## src/rtl/vx_mem_perf_mon_pkg.sv

```systemverilog
// Shared constants and types for the memory performance monitor.
// The packed bundle lets core-level perf interfaces carry one monitor's outputs.
package vx_mem_perf_mon_pkg;

    localparam int PERF_CTR_BITS  = 44;
    localparam int PERF_PEND_BITS = 16;

    typedef struct packed {
        logic [PERF_CTR_BITS-1:0]  reads;
        logic [PERF_CTR_BITS-1:0]  writes;
        logic [PERF_CTR_BITS-1:0]  rsps;
        logic [PERF_CTR_BITS-1:0]  latency_sum;
        logic [PERF_PEND_BITS-1:0] pending_reads;
        logic [PERF_PEND_BITS-1:0] peak_pending;
        logic                      underflow;
    } mem_perf_mon_t;

endpackage

```

## src/rtl/vx_mem_perf_mon_if.sv

```systemverilog
// Per-channel memory request/response handshake bundle observed by the monitor.
// The monitor only listens, so it takes the slave modport (all inputs).
interface vx_mem_perf_mon_if #(
    parameter int NUM_REQS = 4
);
    logic [NUM_REQS-1:0] req_valid;
    logic [NUM_REQS-1:0] req_ready;
    logic [NUM_REQS-1:0] req_rw;
    logic [NUM_REQS-1:0] rsp_valid;
    logic [NUM_REQS-1:0] rsp_ready;

    modport master (
        output req_valid, req_ready, req_rw, rsp_valid, rsp_ready
    );

    modport slave (
        input req_valid, req_ready, req_rw, rsp_valid, rsp_ready
    );
endinterface

```

## src/rtl/vx_mem_perf_mon_popcount.sv

```systemverilog
// Combinational population count of an N-bit vector.
module vx_mem_perf_mon_popcount #(
    parameter int N = 4,
    parameter int W = $clog2(N + 1)
) (
    input  logic [N-1:0] in_i,
    output logic [W-1:0] cnt_o
);
    always_comb begin
        cnt_o = '0;
        for (int i = 0; i < N; i++) begin
            cnt_o = cnt_o + W'(in_i[i]);
        end
    end
endmodule

```

## src/rtl/vx_mem_perf_mon.sv

```systemverilog
// Memory performance monitor: counts read/write/response handshakes, tracks
// outstanding reads and accumulates their per-cycle sum as a latency measure.
module vx_mem_perf_mon
    import vx_mem_perf_mon_pkg::*;
#(
    parameter int NUM_REQS   = 4,
    parameter int CTR_WIDTH  = PERF_CTR_BITS,
    parameter int PEND_WIDTH = PERF_PEND_BITS,
    parameter int REQ_DELAY  = 1
) (
    input  logic                  clk,
    input  logic                  reset,
    vx_mem_perf_mon_if.slave      bus_if,
    input  logic                  clear_i,
    input  logic                  freeze_i,
    output logic [CTR_WIDTH-1:0]  reads_o,
    output logic [CTR_WIDTH-1:0]  writes_o,
    output logic [CTR_WIDTH-1:0]  rsps_o,
    output logic [CTR_WIDTH-1:0]  latency_sum_o,
    output logic [PEND_WIDTH-1:0] pending_reads_o,
    output logic [PEND_WIDTH-1:0] peak_pending_o,
    output logic                  underflow_o
);
    localparam int CW = $clog2(NUM_REQS + 1);
    localparam int PW = PEND_WIDTH + 1;

    logic [NUM_REQS-1:0] rd_fire, wr_fire, rsp_fire;
    logic [NUM_REQS-1:0] rd_vec, wr_vec;
    logic [CW-1:0]       rd_cnt, wr_cnt, rsp_cnt;

    assign rd_fire  = bus_if.req_valid & bus_if.req_ready & ~bus_if.req_rw;
    assign wr_fire  = bus_if.req_valid & bus_if.req_ready &  bus_if.req_rw;
    assign rsp_fire = bus_if.rsp_valid & bus_if.rsp_ready;

    // Optional alignment stage so request counts line up with downstream timing.
    if (REQ_DELAY == 1) begin : g_dly
        logic [NUM_REQS-1:0] rd_dly_q, wr_dly_q;
        always_ff @(posedge clk or posedge reset) begin
            if (reset) begin
                rd_dly_q <= '0;
                wr_dly_q <= '0;
            end else begin
                rd_dly_q <= rd_fire;
                wr_dly_q <= wr_fire;
            end
        end
        assign rd_vec = rd_dly_q;
        assign wr_vec = wr_dly_q;
    end else begin : g_nodly
        assign rd_vec = rd_fire;
        assign wr_vec = wr_fire;
    end

    vx_mem_perf_mon_popcount #(.N(NUM_REQS), .W(CW)) u_pc_rd  (.in_i(rd_vec),   .cnt_o(rd_cnt));
    vx_mem_perf_mon_popcount #(.N(NUM_REQS), .W(CW)) u_pc_wr  (.in_i(wr_vec),   .cnt_o(wr_cnt));
    vx_mem_perf_mon_popcount #(.N(NUM_REQS), .W(CW)) u_pc_rsp (.in_i(rsp_fire), .cnt_o(rsp_cnt));

    logic [CTR_WIDTH-1:0]  reads_q, reads_d, writes_q, writes_d;
    logic [CTR_WIDTH-1:0]  rsps_q, rsps_d, lat_q, lat_d;
    logic [PEND_WIDTH-1:0] pend_q, pend_d, peak_q, peak_d;
    logic                  underflow_q, underflow_d;
    logic [PW-1:0]         pend_sum, pend_diff;
    logic                  uf_ev;

    function automatic logic [CTR_WIDTH-1:0] sat_add(input logic [CTR_WIDTH-1:0] a,
                                                     input logic [CTR_WIDTH-1:0] b);
        logic [CTR_WIDTH:0] s;
        s = {1'b0, a} + {1'b0, b};
        return s[CTR_WIDTH] ? {CTR_WIDTH{1'b1}} : s[CTR_WIDTH-1:0];
    endfunction

    // One extra bit absorbs the carry so saturation and underflow are both visible.
    assign pend_sum  = {1'b0, pend_q} + PW'(rd_cnt);
    assign uf_ev     = PW'(rsp_cnt) > pend_sum;
    assign pend_diff = pend_sum - PW'(rsp_cnt);

    always_comb begin
        if (uf_ev) begin
            pend_d = '0;
        end else if (pend_diff[PEND_WIDTH]) begin
            pend_d = '1;
        end else begin
            pend_d = pend_diff[PEND_WIDTH-1:0];
        end
    end

    always_comb begin
        reads_d     = reads_q;
        writes_d    = writes_q;
        rsps_d      = rsps_q;
        lat_d       = lat_q;
        peak_d      = peak_q;
        underflow_d = underflow_q | uf_ev;
        if (clear_i) begin
            reads_d     = '0;
            writes_d    = '0;
            rsps_d      = '0;
            lat_d       = '0;
            underflow_d = 1'b0;
            peak_d      = pend_d;
        end else if (!freeze_i) begin
            reads_d  = sat_add(reads_q,  CTR_WIDTH'(rd_cnt));
            writes_d = sat_add(writes_q, CTR_WIDTH'(wr_cnt));
            rsps_d   = sat_add(rsps_q,   CTR_WIDTH'(rsp_cnt));
            lat_d    = sat_add(lat_q,    CTR_WIDTH'(pend_q));
            peak_d   = (pend_d > peak_q) ? pend_d : peak_q;
        end
    end

    always_ff @(posedge clk or posedge reset) begin
        if (reset) begin
            reads_q     <= '0;
            writes_q    <= '0;
            rsps_q      <= '0;
            lat_q       <= '0;
            pend_q      <= '0;
            peak_q      <= '0;
            underflow_q <= 1'b0;
        end else begin
            reads_q     <= reads_d;
            writes_q    <= writes_d;
            rsps_q      <= rsps_d;
            lat_q       <= lat_d;
            pend_q      <= pend_d;
            peak_q      <= peak_d;
            underflow_q <= underflow_d;
        end
    end

    assign reads_o         = reads_q;
    assign writes_o        = writes_q;
    assign rsps_o          = rsps_q;
    assign latency_sum_o   = lat_q;
    assign pending_reads_o = pend_q;
    assign peak_pending_o  = peak_q;
    assign underflow_o     = underflow_q;

endmodule

```

## src/flat_wrapper.sv

```systemverilog
// flat-port wrapper written by rule: the top's interface ports become plain ports
module vx_mem_perf_mon_flat import vx_mem_perf_mon_pkg::*;
#(
    parameter int NUM_REQS   = 4,
    parameter int CTR_WIDTH  = PERF_CTR_BITS,
    parameter int PEND_WIDTH = PERF_PEND_BITS,
    parameter int REQ_DELAY  = 1
)
  (clk, reset, clear_i, freeze_i, reads_o, writes_o, rsps_o, latency_sum_o, pending_reads_o, peak_pending_o, underflow_o, bus_if_req_valid, bus_if_req_ready, bus_if_req_rw, bus_if_rsp_valid, bus_if_rsp_ready);
  vx_mem_perf_mon_if #(.NUM_REQS(NUM_REQS)) bus_if_i ();
  input  logic clk;
  input  logic reset;
  input  logic clear_i;
  input  logic freeze_i;
  output logic [CTR_WIDTH-1:0] reads_o;
  output logic [CTR_WIDTH-1:0] writes_o;
  output logic [CTR_WIDTH-1:0] rsps_o;
  output logic [CTR_WIDTH-1:0] latency_sum_o;
  output logic [PEND_WIDTH-1:0] pending_reads_o;
  output logic [PEND_WIDTH-1:0] peak_pending_o;
  output logic underflow_o;
  input wire logic [$bits(bus_if_i.req_valid)-1:0] bus_if_req_valid;
  input wire logic [$bits(bus_if_i.req_ready)-1:0] bus_if_req_ready;
  input wire logic [$bits(bus_if_i.req_rw)-1:0] bus_if_req_rw;
  input wire logic [$bits(bus_if_i.rsp_valid)-1:0] bus_if_rsp_valid;
  input wire logic [$bits(bus_if_i.rsp_ready)-1:0] bus_if_rsp_ready;
  assign bus_if_i.req_valid = bus_if_req_valid;
  assign bus_if_i.req_ready = bus_if_req_ready;
  assign bus_if_i.req_rw = bus_if_req_rw;
  assign bus_if_i.rsp_valid = bus_if_rsp_valid;
  assign bus_if_i.rsp_ready = bus_if_rsp_ready;
  vx_mem_perf_mon #(.NUM_REQS(NUM_REQS), .CTR_WIDTH(CTR_WIDTH), .PEND_WIDTH(PEND_WIDTH), .REQ_DELAY(REQ_DELAY)) u_core (.clk(clk), .reset(reset), .bus_if(bus_if_i), .clear_i(clear_i), .freeze_i(freeze_i), .reads_o(reads_o), .writes_o(writes_o), .rsps_o(rsps_o), .latency_sum_o(latency_sum_o), .pending_reads_o(pending_reads_o), .peak_pending_o(peak_pending_o), .underflow_o(underflow_o));
endmodule
```

## config.mk

```make
export PLATFORM = sky130hd
export DESIGN_NAME = vx_mem_perf_mon_flat
export DESIGN_NICKNAME = d
export VERILOG_FILES = /design/src/rtl/vx_mem_perf_mon_pkg.sv /design/src/rtl/vx_mem_perf_mon_if.sv /design/src/rtl/vx_mem_perf_mon_popcount.sv /design/src/rtl/vx_mem_perf_mon.sv /design/src/flat_wrapper.sv
export SDC_FILE = /design/constraint.sdc
export NUM_CORES = 1
export LEC_CHECK = 0
export BUFFER_PORTS_ARGS = -buffer_cell sky130_fd_sc_hd__buf_2
export CAP_MARGIN = 20
export CORE_UTILIZATION = 39
export CTS_BUF_LIST = sky130_fd_sc_hd__clkbuf_16
export CTS_CLUSTER_DIAMETER = 50
export CTS_CLUSTER_SIZE = 20
export DETAILED_ROUTE_END_ITERATION = 10
export REMOVE_ABC_BUFFERS = 1
export SYNTH_ARGS = -nofsm -noshare
export SYNTH_HDL_FRONTEND = slang
export SYNTH_SLANG_ARGS = --single-unit
```

## constraint.sdc

```tcl
create_clock -name clk -period 8.3 [get_ports clk]
set_clock_uncertainty 0.2 [all_clocks]
set_input_delay 1.66 -clock clk [delete_from_list [all_inputs] [get_ports clk]]
set_output_delay 1.66 -clock clk [all_outputs]
set_load 0.01 [all_outputs]
```

---- Word level (Yosys, flattened, before mapping) ----
Cells that the tools add are included.
cells by class
  add/subtract/negate cells ............... 15
  magnitude comparators ................... 2
  equality and inequality tests ........... 1
  mux-type cells .......................... 18
  bitwise operators ....................... 6
  reduce and logical (&&, ||, !) cells .... 2
operator list
  kind                                                       number
  44-bit 2-to-1 mux                                          12
  44-bit by 3-bit adder with 45-bit output                   3
  16-bit 2-to-1 mux                                          5
  44-bit by 16-bit adder with 45-bit output                  1
  16-bit by 3-bit adder with 17-bit output                   1
  3-bit by 17-bit greater-than comparator with 1-bit output  1
  17-bit by 3-bit subtractor with 17-bit output              1
  4-bit AND                                                  4
  16-bit greater-than comparator                             1
  2-bit by 1-bit adder with 3-bit output                     3
  3-bit by 1-bit adder with 3-bit output                     3
  1-bit by 1-bit adder with 2-bit output                     3
  4-bit NOT                                                  1
  2-bit != test (second input constant)                      1
  2-bit AND reduction                                        1
  2-bit nonzero test                                         1
  1-bit 2-to-1 mux                                           1
  1-bit OR                                                   1
storage, ports and cells
  bits in registers ....................... 217
  input port bits ......................... 24
  output and inout port bits .............. 209
  logic and storage cells ................. 53

---- Longest topological paths before layout ----
Gate-level depths: netlist (run 1).
  depth in word-level cells ............... 11
  gate-level depth with buffers ........... 25
  gate-level depth less buffers ........... 22

---- Cells and area by module ----
From an unflattened synthesis (run 1), not the netlist that was laid out.
unflattened totals
  cell total of the unflattened synthesis .. 1,544
  area, all modules ....................... 13,485.4 um2
modules (own cells, without submodules)
  module                    instances  cells each  area each (um2)  sequential area each (um2)
  vx_mem_perf_mon           1          1,520       13,294.0         5,430.2
  vx_mem_perf_mon_popcount  3          8           63.8             0.0

---- Least setup slack after synthesis (run 1) ----
Ideal clock, no wire load.
  kind .................................... input to register
  start ................................... input bus_if_rsp_valid[0]
  end ..................................... register u_core.peak_q[0], in the netlist u_core.peak_pending_o[0]
  library setup time ...................... 0.147 ns
  arrival ................................. 6.360 ns
  path slack .............................. 1.594 ns
  stages .................................. 25
  buffers on the path ..................... 3
  cells stage by stage .................... nand2_1 fa_1 inv_1 ha_1 ha_1 inv_1 ha_1 nor2b_1 o21a_1 nor2_1 o311a_2 nand3_4 nor2_2 buf_2 a21oi_1 ha_1 nand4_1 nor3_1 o211a_1 a211oi_1 or2_2 buf_1 nor3_4 buf_4 a311oi_1
between the ends
  word-level cells in the longest chain between the ends .. 10
  elaborated cells on any way between the ends .. 14
  those cells by class .................... add/sub: 4; order compare: 2; mux: 5; bitwise: 1; reduce/logical: 2
RTL lines
  what                                                                       RTL line                        source
  start: declaration                                                         flat_wrapper.sv:25              input wire logic [$bits(bus_if_i.rsp_valid)-1:0] bus_if_rsp_valid;
  4-bit AND (*)                                                              vx_mem_perf_mon.sv:33           assign rsp_fire = bus_if.rsp_valid & bus_if.rsp_ready;
  1-bit by 1-bit adder with 2-bit output (*)                                 vx_mem_perf_mon_popcount.sv:12  cnt_o = cnt_o + W'(in_i[i]);
  2-bit by 1-bit adder with 3-bit output (*)                                 vx_mem_perf_mon_popcount.sv:12
  3-bit by 1-bit adder with 3-bit output (*)                                 vx_mem_perf_mon_popcount.sv:12
  17-bit by 3-bit subtractor with 17-bit output                              vx_mem_perf_mon.sv:75           assign pend_diff = pend_sum - PW'(rsp_cnt);
  16-bit 2-to-1 mux                                                          vx_mem_perf_mon.sv:80           end else if (pend_diff[PEND_WIDTH]) begin
  16-bit 2-to-1 mux (*)                                                      vx_mem_perf_mon.sv:78           if (uf_ev) begin
  16-bit greater-than comparator or 16-bit 2-to-1 mux (tied branches)        vx_mem_perf_mon.sv:106          peak_d = (pend_d > peak_q) ? pend_d : peak_q;
  2-bit nonzero test (no source line) or 16-bit 2-to-1 mux (tied branches)   n/a
  2-bit AND reduction (no source line) or 16-bit 2-to-1 mux (tied branches)  n/a
  end signal: assignment                                                     vx_mem_perf_mon.sv:125          peak_q <= peak_d;
  end: declaration                                                           vx_mem_perf_mon.sv:60           logic [PEND_WIDTH-1:0] pend_q, pend_d, peak_q, peak_d;
Every way passes the cells marked *; elsewhere a longest branch is shown, timed or not. The select of a mux whose other input is x is not followed.
A chain may end at the register's enable or synchronous reset.

---- Worst setup path after layout (run 1) ----
  start ................................... input bus_if_rsp_valid[0]
  end ..................................... register u_core.peak_q[12], in the netlist u_core.peak_pending_o[12]
between the ends
  word-level cells in the longest chain between the ends .. 10
  elaborated cells on any way between the ends .. 14
  those cells by class .................... add/sub: 4; order compare: 2; mux: 5; bitwise: 1; reduce/logical: 2
RTL lines
  what                                           RTL line                        source
  4-bit AND (*)                                  vx_mem_perf_mon.sv:33
  1-bit by 1-bit adder with 2-bit output (*)     vx_mem_perf_mon_popcount.sv:12
  2-bit by 1-bit adder with 3-bit output (*)     vx_mem_perf_mon_popcount.sv:12
  3-bit by 1-bit adder with 3-bit output (*)     vx_mem_perf_mon_popcount.sv:12
  17-bit by 3-bit subtractor with 17-bit output  vx_mem_perf_mon.sv:75
  16-bit 2-to-1 mux                              vx_mem_perf_mon.sv:80
  16-bit 2-to-1 mux (*)                          vx_mem_perf_mon.sv:78
  16-bit 2-to-1 mux                              vx_mem_perf_mon.sv:106
  16-bit 2-to-1 mux                              vx_mem_perf_mon.sv:101          end else if (!freeze_i) begin
  16-bit 2-to-1 mux (*)                          vx_mem_perf_mon.sv:94           if (clear_i) begin
  via u_core.peak_d[12]                          vx_mem_perf_mon.sv:60
The timed path passes the listed nets; every way through them passes the cells marked *. The select of a mux whose other input is x is not followed.

==> qor.csv, run 1 <==
stage,metric,value,unit
routing,Post-DRT Antenna Nets,0,
timing,unrepaired setup endpoints after global routing,false,
cts,clk buf depth,3,
logic_synthesis,synthesized cell area,0.01364,mm²
global_routing,vias in the first global route,12420,
cts,post-CTS setup buffers,0,
power_and_ir_drop,Static Leakage,0.007407,µW
logic_synthesis,Synth Instances,1548,
worst_setup_path,critical path launch point type,primary input,
routing,DR pass1 iterations,5,
logic_synthesis,post-synthesis sequential area ratio,0.3980,
cts,PostCTS Resize Cnt,0,
placed_design,Inst Count DP,2160,
timing,TNS Setup,0,ps
die,Core Area,0.03446,mm²
cts,H-tree depth,1,
global_routing,GRT Resource Usage Total,0.2370,
logic_synthesis,Synthesis Warnings,0,
worst_setup_path,Crit. End Element,flip-flop,
cts,clock slew seen by the registers of the worst setup and hold paths,60,ps
placed_design,Post-DP HPWL,29620,µm
power_and_ir_drop,peak supply drop,0.2258,mV
routing,via count,13360,
cts,CTS buffer count,31,
cts,CTS root buffer,clkbuf_16,
global_routing,largest net degree at the start of global routing,80,
worst_setup_path,critical path class,in -> reg,
routing,drt first-iter violations,894,
cells_and_area,FILL cells,3343,
placed_design,input/output buffers,232,
cells_and_area,ratio of cells with drive above 1 in the final layout,0.1975,
logic_synthesis,count of cell types in the netlist,86,
logic_synthesis,Synth Flop Type,dfrtp_1,
worst_setup_path,Crit Path Max Fanout,17,
hold_path,HP Class,reg -> reg,
cts,CTS Hold Bufs,0,
timing,# setup viols final,0,
timing,Max Slew Vio Count,0,
die,I/O Pins,233,
run_status,outcome,"complete, no violations",
logic_synthesis,syn_area_per_cell,8.814,µm²
worst_setup_path,CP required,8510,ps
global_routing,first-pass GRT wire length,69130,µm
die,Die Span Y,189.0,µm
cts,Clock Sink Count,217,
timing,Max Fclk,0.1412,GHz
logic_synthesis,Post-synth ARST share,1.000,
global_routing,GR Overflow Total,0,
routing,DRC,0,
die,width of the die,189.0,µm
cells_and_area,ant diodes,0,
die,full die area,0.03574,mm²
die,row cnt,68,
timing,actual slew at the worst max-slew pin,962.5,ps
logic_synthesis,"FF+latch count, synth",217,
cells_and_area,P&R area growth vs syn,18.95,%
die,Initial Utilization,0.3960,
cts,CTS tree,yes,
timing,Max-slew headroom,0.3491,
timing,fin crit period,7081,ps
timing,Final Cycle Share,0.8531,
placed_design,gpl congestion,0.8845,
timing,"Hold Vio Cnt, Final",0,
cts,"Clk Latency, worst-skew pair",570,ps
routing,wire length per cell,19.47,µm
cells_and_area,non-filler cells in the finished layout,2217,
logic_synthesis,Post-synth EDFFs,0,
worst_setup_path,arrival time worst endpoint,7290,ps
job,Max-Cap Viols,0,
cells_and_area,Nets,1821,
routing,final wirelength,43160,µm
routing,Vias/cell,6.028,
global_routing,initial antenna violation count,0,
power_and_ir_drop,PwrDens,255.6,mW/mm²
-- flip-flops by register name, summed over array words and instances (netlist names) --
signal	cells
u_core.pending_reads_o	16
u_core.writes_o	44
u_core.latency_sum_o	44
u_core.rsps_o	44
u_core.peak_pending_o	16
u_core.g_dly.rd_dly_q	4
u_core.g_dly.wr_dly_q	4
u_core.underflow_o	1
u_core.reads_o	44
-- layer usage --
layer / GRT usage / wire [µm] / up-vias
met4: 0.06669 / 893 / 0
met5: 0 / 0 / -
met1: 0.3279 / 19390 / 6622
li1: - / - / 6257
met3: 0.04022 / 2818 / 69
met2: 0.3802 / 20050 / 416
-- worst max-delay path: stages --
cell	delay, ps
buf_2	70
nand2_1	60
fa_1	560
inv_1	50
ha_1	190
ha_1	340
inv_1	90
ha_1	280
nor2b_1	130
o21a_1	170
nor2_1	370
o311a_2	360
nand3_4	120
nor2_2	600
a21oi_1	140
ha_1	370
nand4_1	120
nor3_1	280
o211a_1	190
a211oi_1	50
or2_2	370
nor3_4	590
a221oi_1	120
-- layout make-up --
type | count | area [µm²] | area share
Timing Repair Buffer | 248 | 1306 | 0.08049
Clock inverter | 25 | 286.5 | 0.01765
Clock buffer | 31 | 775.7 | 0.04780
Sequential cell | 217 | 5430 | 0.3346
Inverter | 64 | 247.7 | 0.01526
Tap cell | 455 | 569.3 | 0.03508
Multi-Input combinational cell | 1177 | 7614 | 0.4691
-- cells by family after synthesis --
logic type,Yosys count,synth area share
AND/OR/NAND/NOR,623,0.2399
XOR/XNOR,35,0.02357
buffers and inverters,154,0.04493
flip-flops,217,0.3980
multiplexers,9,0.006786
AO/OA/AOI/OAI,452,0.2282
adder cells (fa/ha/maj),58,0.05869
-- per-stage QoR --
step | util | power (µW) | hold slack [ps] | instance area [µm²] | setup WS (ps)
finish | 0.4710 | 4148 | 320.6 | 16230 | 1219
global route | 0.4710 | 4402 | 334.3 | 16230 | 854.8
CTS | 0.4708 | 4171 | 317.6 | 16220 | 1273
detailed placement | 0.4399 | 2772 | 295.4 | 15160 | 644.3
global placement | 0.4391 | 2742 | 293.3 | 15130 | 807.6
floorplan | - | 2294 | 330.8 | 13270 | 504.0
-- where the power goes --
group	total, µW	switching, µW	leakage (µW)	internal, µW
Sequential	1320	167	0.00290	1160
Clock	1370	554	0.000520	819
Combinational	1450	871	0.00399	582
Total	4150	1590	0.00741	2560
-- cell usage in the layout (no fill, tap or decap), types with 6 or more instances in the layout --
cell type / synthesis / routed
a2111oi_0: 8 / 8
a211oi_1: 28 / 28
a21o_1: 22 / 22
a21oi_1: 153 / 153
a221oi_1: 11 / 11
a311oi_1: 52 / 52
a311oi_2: 7 / 7
a31oi_1: 23 / 22
a41oi_1: 8 / 8
and2_1: 18 / 18
and3_1: 67 / 67
and4_1: 33 / 33
buf_2: 11 / 230
buf_4: 2 / 17
clkbuf_16: 0 / 31
clkinv_4: 0 / 7
dfrtp_1: 217 / 217
fa_1: 10 / 10
ha_1: 48 / 48
inv_1: 64 / 62
mux2i_1: 7 / 7
nand2_1: 96 / 96
nand3_1: 80 / 80
nand4_1: 44 / 44
nor2_1: 145 / 145
nor2b_1: 10 / 10
nor3_1: 75 / 75
nor3b_1: 9 / 9
nor4_1: 13 / 13
o211a_1: 9 / 9
o21a_1: 9 / 9
o21ai_0: 59 / 59
or2_2: 8 / 8
or3_1: 6 / 6
xnor2_1: 21 / 21
xor2_1: 12 / 12
-- worst paths after layout --
kind                                                    startpoint                                     to  slack, ps  cells after the start
worst min register to register        u_core.underflow_o$_DFF_PP0_           u_core.underflow_o$_DFF_PP0_        320                      1
worst max-delay path                           bus_if_rsp_valid[0]  u_core.peak_pending_o[12]$_DFFE_PP0P_       1220                     23
worst min-delay path                  u_core.underflow_o$_DFF_PP0_           u_core.underflow_o$_DFF_PP0_        320                      1
max in group asynchronous                                    reset          u_core.rsps_o[30]$_DFFE_PP0P_       5560                      3
min in group asynchronous                                    reset         u_core.reads_o[17]$_DFFE_PP0P_        950                      2
worst max register to register  u_core.g_dly.rd_dly_q[0]$_DFF_PP0_  u_core.peak_pending_o[12]$_DFFE_PP0P_       1390                     19
-- synthesized netlist by cell type, types with 12 or more instances --
library cell    n  area share
and2_1         18      0.0083
and3_1         67       0.031
xnor2_1        21       0.013
nor4_1         13      0.0060
a311oi_1       52       0.033
a31oi_1        23       0.011
a211oi_1       28       0.015
dfrtp_1       217        0.40
a21oi_1       153       0.056
nor2_1        145       0.040
ha_1           48       0.044
o21ai_0        59       0.022
clkbuf_1       73       0.020
nand3_1        80       0.029
nor3_1         75       0.028
inv_1          64       0.018
and4_1         33       0.021
xor2_1         12      0.0077
nand4_1        44       0.020
a21o_1         22       0.012
nand2_1        96       0.026
Power figures use the tool's default switching activity.
==> inputs of run 2 (changes only) <==
--- a/config.mk
+++ b/config.mk
@@ -8,7 +8,6 @@
 export BUFFER_PORTS_ARGS = -buffer_cell sky130_fd_sc_hd__buf_2
 export CAP_MARGIN = 20
 export CORE_UTILIZATION = 39
-export CTS_BUF_LIST = sky130_fd_sc_hd__clkbuf_16
 export CTS_CLUSTER_DIAMETER = 50
 export CTS_CLUSTER_SIZE = 20
 export DETAILED_ROUTE_END_ITERATION = 10
==> qor.csv, run 2 (synthesis results as in run 1) <==
stage,metric,value,unit
cts,CTS buffer count,31,
cells_and_area,most frequent cells in the layout,"buf_2, dfrtp_1, a21oi_1",
routing,wire length per cell,19.45,µm
timing,fin crit period,7061,ps
die,I/O Pins,233,
cts,"Clk Latency, worst-skew pair",570,ps
power_and_ir_drop,peak supply drop,0.2259,mV
power_and_ir_drop,Net Switching,1589,µW
timing,Max Fclk,0.1416,GHz
power_and_ir_drop,PwrDens,255.9,mW/mm²
timing,Final Cycle Share,0.8508,
worst_setup_path,worst reg-to-reg setup slack,1420,ps
cells_and_area,"most common cell after layout, fill and taps aside",buf_2,
worst_setup_path,arrival time worst endpoint,7280,ps
worst_setup_path,worst reg2reg path endpoint,u_core.peak_pending_o[12]$_DFFE_PP0P_,
cells_and_area,P&R area growth vs syn,19.02,%
die,row cnt,68,
placed_design,input/output buffers,232,
global_routing,largest net degree at the start of global routing,80,
timing,actual slew at the worst max-slew pin,963.4,ps
cts,Clock Sink Count,217,
power_and_ir_drop,internal power,2566,µW
hold_path,"Endpoint, Worst Hold",u_core.underflow_o$_DFF_PP0_,
worst_setup_path,"most used cell, CP",ha_1,
power_and_ir_drop,switching share of total power,0.3824,
timing,# setup viols final,0,
power_and_ir_drop,combinational share of power,0.349,
worst_setup_path,r2r startpoint,u_core.g_dly.rd_dly_q[0]$_DFF_PP0_,
worst_setup_path,Crit Path Max Fanout,17,
worst_setup_path,Register-to-Register Path Depth,19,
global_routing,GRT Resource Usage Total,0.2370,
worst_setup_path,CP Cell Sequence,buf_2 -> nand2_1 -> fa_1 -> inv_1 -> ha_1 -> ha_1 -> inv_1 -> ha_1 -> nor2b_1 -> o21a_1 -> nor2_1 -> o311a_2 -> nand3_4 -> nor2_2 -> a21oi_1 -> ha_1 -> nand4_1 -> nor3_1 -> o211a_1 -> a211oi_1 -> or2_2 -> nor3_4 -> a221oi_1,
run_status,outcome,"complete, no violations",
global_routing,vias in the first global route,12420,
worst_setup_path,CP required,8520,ps
cts,PostCTS Resize Cnt,0,
die,Die Span Y,189.0,µm
routing,Vias/cell,6.015,
die,Core Area,0.03446,mm²
placed_design,Inst Count DP,2160,
routing,via count,13340,
placed_design,DP Area,0.01516,mm²
placed_design,Post-DP HPWL,29620,µm
global_routing,GR Overflow Total,0,
hold_path,HP Class,reg -> reg,
timing,unrepaired setup endpoints after global routing,false,
die,width of the die,189.0,µm
routing,drt first-iter violations,906,
cts,post-CTS setup buffers,0,
worst_setup_path,Max stage delay on crit path,600,ps
timing,"Hold Vio Cnt, Final",0,
routing,DR pass1 iterations,5,
worst_setup_path,"Slowest-stage cell, CP",nor2_2,
power_and_ir_drop,Sequential Power Share,0.318,
routing,Post-DRT Antenna Nets,0,
cells_and_area,ratio of cells with drive above 1 in the final layout,0.1981,
routing,DRC,0,
power_and_ir_drop,Clk network pwr share,0.333,
cts,H-tree depth,1,
cells_and_area,non-filler cells in the finished layout,2217,
cts,CTS tree,yes,
timing,Max Slew Vio Count,0,
job,Max-Cap Viols,0,
routing,final wirelength,43130,µm
placed_design,pre-CTS WS,644.3,ps
timing,TNS Setup,0,ps
hold_path,hold path start,u_core.underflow_o$_DFF_PP0_,
global_routing,first-pass GRT wire length,69140,µm
cts,clock slew seen by the registers of the worst setup and hold paths,60,ps
cells_and_area,ant diodes,0,
cells_and_area,Final Instance Area,0.01624,mm²
worst_setup_path,critical path class,in -> reg,
global_routing,initial antenna violation count,0,
die,Initial Utilization,0.3960,
worst_setup_path,critical path launch point type,primary input,
cells_and_area,final core utilization,0.4713,
cts,clk buf depth,3,
worst_setup_path,Crit. End Element,flip-flop,
cts,CTS Hold Bufs,0,
cells_and_area,Nets,1821,
timing,Worst Slack Setup Final,1239,ps
die,full die area,0.03574,mm²
timing,Max-slew headroom,0.3485,
hold_path,WHS Path Cells,1,
placed_design,gpl congestion,0.8845,
power_and_ir_drop,Static Leakage,0.007412,µW
cts,CTS root buffer,clkbuf_16,
run 2: cell types whose count changed in the layout (fill, tap and decap cells not counted), sizes merged:
cell / before / now
clkinv: 12 / 11
clkbuf: 31 / 32
run 2: worst max-delay path by stage:
stage,slack (ps),end,from
floorplan,500,u_core.g_dly.rd_dly_q[0]$_DFF_PP0_,reset
global route,850,u_core.peak_pending_o[14]$_DFFE_PP0P_,bus_if_rsp_valid[0]
CTS,1270,u_core.peak_pending_o[12]$_DFFE_PP0P_,bus_if_rsp_valid[0]
finish,1240,u_core.peak_pending_o[12]$_DFFE_PP0P_,bus_if_rsp_valid[0]
detailed placement,640,u_core.peak_pending_o[12]$_DFFE_PP0P_,bus_if_rsp_valid[0]
global placement,810,u_core.peak_pending_o[14]$_DFFE_PP0P_,bus_if_rsp_valid[0]
run 2: final cells by class:
cell class / instances / area, µm²
fillers: 3340 / 18220
multi-input cells: 1177 / 7614
inverters: 64 / 247.7
repair buffers: 248 / 1306
clock buffers: 32 / 789.5
flip-flops and latches: 217 / 5430
clock inverters: 24 / 282.8
well taps: 455 / 569.3
run 2: critical path: cells and delay by family:
kind                       cells  cell delay (ps)
and+or+nand+nor                9             2610
buffers and inverters          3              210
AOI/OAI and AO/OA              6             1030
adders and majority gates      5             1740
run 2: power by group through the flow:
stage / registers (µW) / clock network (µW) / logic (µW)
after CTS: 1320 / 1410 / 1450
after global routing: 1340 / 1460 / 1620
after detailed placement: 1340 / 0 / 1430
final: 1320 / 1380 / 1450
after global placement: 1340 / 0 / 1400
after floorplan: 1320 / 0 / 974
run 2: layer usage:
| metal | global-route usage | vias to the layer above | wire (µm) |
|---|---|---|---|
| met2 | 0.3802 | 412 | 19950 |
| met4 | 0.06669 | 0 | 938 |
| met1 | 0.3279 | 6587 | 19400 |
| li1 | - | 6263 | - |
| met3 | 0.04022 | 73 | 2844 |
| met5 | 0 | - | 0 |
run 2: metrics by stage:
step                      total power [µW]  hold slack (ps)
after CTS                             4180            317.6
after floorplan                       2294            330.8
after detailed placement              2772            295.4
final                                 4155            320.6
after global routing                  4411            334.3
after global placement                2742            293.3
==> inputs of run 3 (changes only) <==
--- a/config.mk
+++ b/config.mk
@@ -12,6 +12,8 @@
 export CTS_CLUSTER_SIZE = 20
 export DETAILED_ROUTE_END_ITERATION = 10
 export REMOVE_ABC_BUFFERS = 1
+export SKIP_CTS_REPAIR_TIMING = 1
 export SYNTH_ARGS = -nofsm -noshare
 export SYNTH_HDL_FRONTEND = slang
+export SYNTH_HIERARCHICAL = 1
 export SYNTH_SLANG_ARGS = --single-unit
==> qor.csv, run 3 <==
stage,metric,value,unit
run_status,outcome,"complete, no violations",
die,Initial Utilization,0.3992,
global_routing,initial antenna violation count,0,
hold_path,hold path start,u_core/rsps_o[39]$_DFFE_PP0P_,
hold_path,WHS Path Cells,1,
worst_setup_path,CP required,8490,ps
timing,Max Fclk,0.1474,GHz
logic_synthesis,count of cell types in the netlist,77,
logic_synthesis,post-synthesis sequential area ratio,0.4027,
worst_setup_path,r2r startpoint,u_core/g_dly.rd_dly_q[0]$_DFF_PP0_,
logic_synthesis,syn_area_per_cell,8.734,µm²
cts,Clock Sink Count,217,
power_and_ir_drop,Sequential Power Share,0.312,
cts,CTS root buffer,clkbuf_16,
global_routing,first-pass GRT wire length,65750,µm
worst_setup_path,Crit. End Element,flip-flop,
global_routing,largest net degree at the start of global routing,170,
cells_and_area,Nets,1842,
timing,actual slew at the worst max-slew pin,929.7,ps
timing,Max-slew headroom,0.3802,
cts,clk buf depth,3,
hold_path,HP Class,reg -> reg,
cells_and_area,ant diodes,0,
timing,TNS Setup,0,ps
global_routing,GR Overflow Total,0,
timing,"Hold Vio Cnt, Final",0,
timing,Worst Slack Setup Final,1514,ps
logic_synthesis,Synthesis Warnings,6,
timing,fin crit period,6786,ps
die,row cnt,67,
logic_synthesis,synth cell count leaders,"dfrtp_1, nor2_1, a21oi_1",
cells_and_area,FILL cells,3265,
routing,drt first-iter violations,965,
power_and_ir_drop,switching share of total power,0.3689,
placed_design,Post-DP HPWL,28010,µm
worst_setup_path,Crit Path Max Fanout,12,
timing,# setup viols final,0,
placed_design,gpl congestion,0.8795,
routing,via count,12900,
logic_synthesis,Synth Flop Type,dfrtp_1,
logic_synthesis,"FF+latch count, synth",217,
power_and_ir_drop,combinational share of power,0.351,
job,Max-Cap Viols,0,
logic_synthesis,synthesized cell area,0.01349,mm²
hold_path,"Endpoint, Worst Hold",u_core/rsps_o[39]$_DFFE_PP0P_,
power_and_ir_drop,PwrDens,268.0,mW/mm²
cts,CTS buffer count,34,
cells_and_area,"most common cell after layout, fill and taps aside",buf_2,
worst_setup_path,critical path class,reg -> reg,
cts,"Clk Latency, worst-skew pair",520,ps
logic_synthesis,Post-synth EDFFs,0,
worst_setup_path,critical path launch point type,flip-flop,
power_and_ir_drop,Net Switching,1602,µW
logic_synthesis,largest cells by area after synthesis,"dfrtp_1, a21oi_1, nor2_1, ha_1, a311oi_1",
die,Core Area,0.03378,mm²
die,width of the die,188.0,µm
placed_design,pre-CTS WS,1060,ps
routing,Post-DRT Antenna Nets,0,
routing,wire length per cell,18.35,µm
logic_synthesis,Synth area leader,dfrtp_1,
logic_synthesis,most instantiated library cell after synthesis,dfrtp_1,
cells_and_area,ratio of cells with drive above 1 in the final layout,0.1955,
power_and_ir_drop,Clk network pwr share,0.337,
power_and_ir_drop,Static Leakage,0.007269,µW
die,Die Span Y,188.0,µm
routing,DRC,0,
power_and_ir_drop,peak supply drop,0.1781,mV
die,I/O Pins,233,
logic_synthesis,Synth Instances,1544,
cts,CTS tree,yes,
worst_setup_path,arrival time worst endpoint,6970,ps
cts,H-tree depth,2,
routing,Vias/cell,5.789,
timing,unrepaired setup endpoints after global routing,false,
power_and_ir_drop,internal power,2740,µW
worst_setup_path,worst reg-to-reg setup slack,1510,ps
die,full die area,0.03533,mm²
cells_and_area,P&R area growth vs syn,20.14,%
worst_setup_path,worst reg2reg path endpoint,u_core/peak_pending_o[13]$_DFFE_PP0P_,
logic_synthesis,Yosys top cell area share,0.4027,
timing,Final Cycle Share,0.8176,
routing,DR pass1 iterations,5,
placed_design,input/output buffers,232,
cells_and_area,most frequent cells in the layout,"buf_2, dfrtp_1, nor2_1",
timing,Max Slew Vio Count,0,
cts,clock slew seen by the registers of the worst setup and hold paths,60,ps
logic_synthesis,Post-synth ARST share,1.000,
worst_setup_path,Register-to-Register Path Depth,24,
global_routing,GRT Resource Usage Total,0.2278,
global_routing,vias in the first global route,12030,
routing,final wirelength,40880,µm
==> run 3: cell types whose count changed after synthesis, moves of 7 or more <==
cell      change
nor2_1       +37
nor3_1       -15
a311oi_2      -7
mux2i_1       +7
mux2_2       +13
a221oi_1      +8
and3_1       -15
inv_1        +34
clkbuf_1     -25
a211oi_1      +9
nand4_1      -18
o211a_1       -7
and4_1        -7
==> run 3: cells by family (layout without fill, tap and decap cells) <==
| family | after synthesis | in the layout | share of synthesized area |
|---|---|---|---|
| adder cells (fa/ha/maj) | 62 | 62 | 0.06253 |
| flip-flops | 217 | 217 | 0.4027 |
| AO/OA/AOI/OAI | 430 | 430 | 0.2134 |
| XOR/XNOR | 36 | 36 | 0.02477 |
| multiplexers | 29 | 29 | 0.02292 |
| buffers and inverters | 167 | 403 | 0.04927 |
| AND/OR/NAND/NOR | 603 | 603 | 0.2244 |
==> run 3: final cells by class <==
type,instances,area (µm²),share of cell area
Clock inverter,22,247.7,0.01529
Timing Repair Buffer,245,1274,0.07862
Multi-Input combinational cell,1160,7397,0.4566
Inverter,98,375.4,0.02317
Clock buffer,38,917.1,0.05661
Tap cell,448,560.5,0.03460
Sequential cell,217,5430,0.3352
==> run 3: power groups by stage <==
stage / Combinational, µW / Sequential (µW) / Clock [µW]
final: 1530 / 1350 / 1460
after global routing: 1710 / 1370 / 1550
after CTS: 1530 / 1350 / 1500
after detailed placement: 1520 / 1370 / 0
after global placement: 1490 / 1370 / 0
after floorplan: 1040 / 1360 / 0
==> run 3: worst max-delay path by stage <==
stage	start	endpoint	slack (ps)
6_report	u_core/g_dly.rd_dly_q[0]$_DFF_PP0_	u_core/peak_pending_o[13]$_DFFE_PP0P_	1510
4_1_cts	u_core/g_dly.rd_dly_q[0]$_DFF_PP0_	u_core/peak_pending_o[13]$_DFFE_PP0P_	1550
5_1_grt	u_core/g_dly.rd_dly_q[0]$_DFF_PP0_	u_core/peak_pending_o[13]$_DFFE_PP0P_	1060
2_1_floorplan	reset	u_core/g_dly.rd_dly_q[0]$_DFF_PP0_	500
3_3_place_gp	bus_if_rsp_valid[0]	u_core/peak_pending_o[12]$_DFFE_PP0P_	1180
3_5_place_dp	bus_if_rsp_valid[0]	u_core/peak_pending_o[9]$_DFFE_PP0P_	1060
==> run 3: worst max-delay path, stage by stage, from the launching register on <==
cell	delay, ps
dfrtp_1	320
inv_1	50
fa_1	540
inv_1	40
ha_1	180
ha_1	380
inv_1	140
fa_1	540
xnor2_1	180
ha_1	360
a21oi_1	180
o21ai_0	230
a211oi_2	430
mux2_2	390
or3_1	310
a31oi_1	330
ha_1	330
a21oi_1	180
nor2b_1	60
o21ai_0	160
a21oi_1	80
o21ai_0	230
a31oi_2	250
buf_4	260
mux2_2	280
==> run 3: metal layers <==
layer | wire, µm | vias up | track usage
met5 | 0 | - | 0
met4 | 928 | 0 | 0.06473
met3 | 2369 | 59 | 0.03313
met2 | 18700 | 458 | 0.3566
met1 | 18880 | 6228 | 0.3259
li1 | - | 6153 | -
==> run 3: metrics by stage <==
step / instance area (µm²) / instances / hold WS [ps] / total power, µW / utilization
after floorplan: 13190 / 1475 / 326.2 / 2400 / -
after global placement: 15030 / 2167 / 298.1 / 2855 / 0.4449
after detailed placement: 15040 / 2168 / 298.2 / 2886 / 0.4451
after CTS: 16200 / 2228 / 305.3 / 4379 / 0.4796
after global routing: 16200 / 2228 / 345.9 / 4626 / 0.4796
final: 16200 / 2228 / 308.2 / 4342 / 0.4796
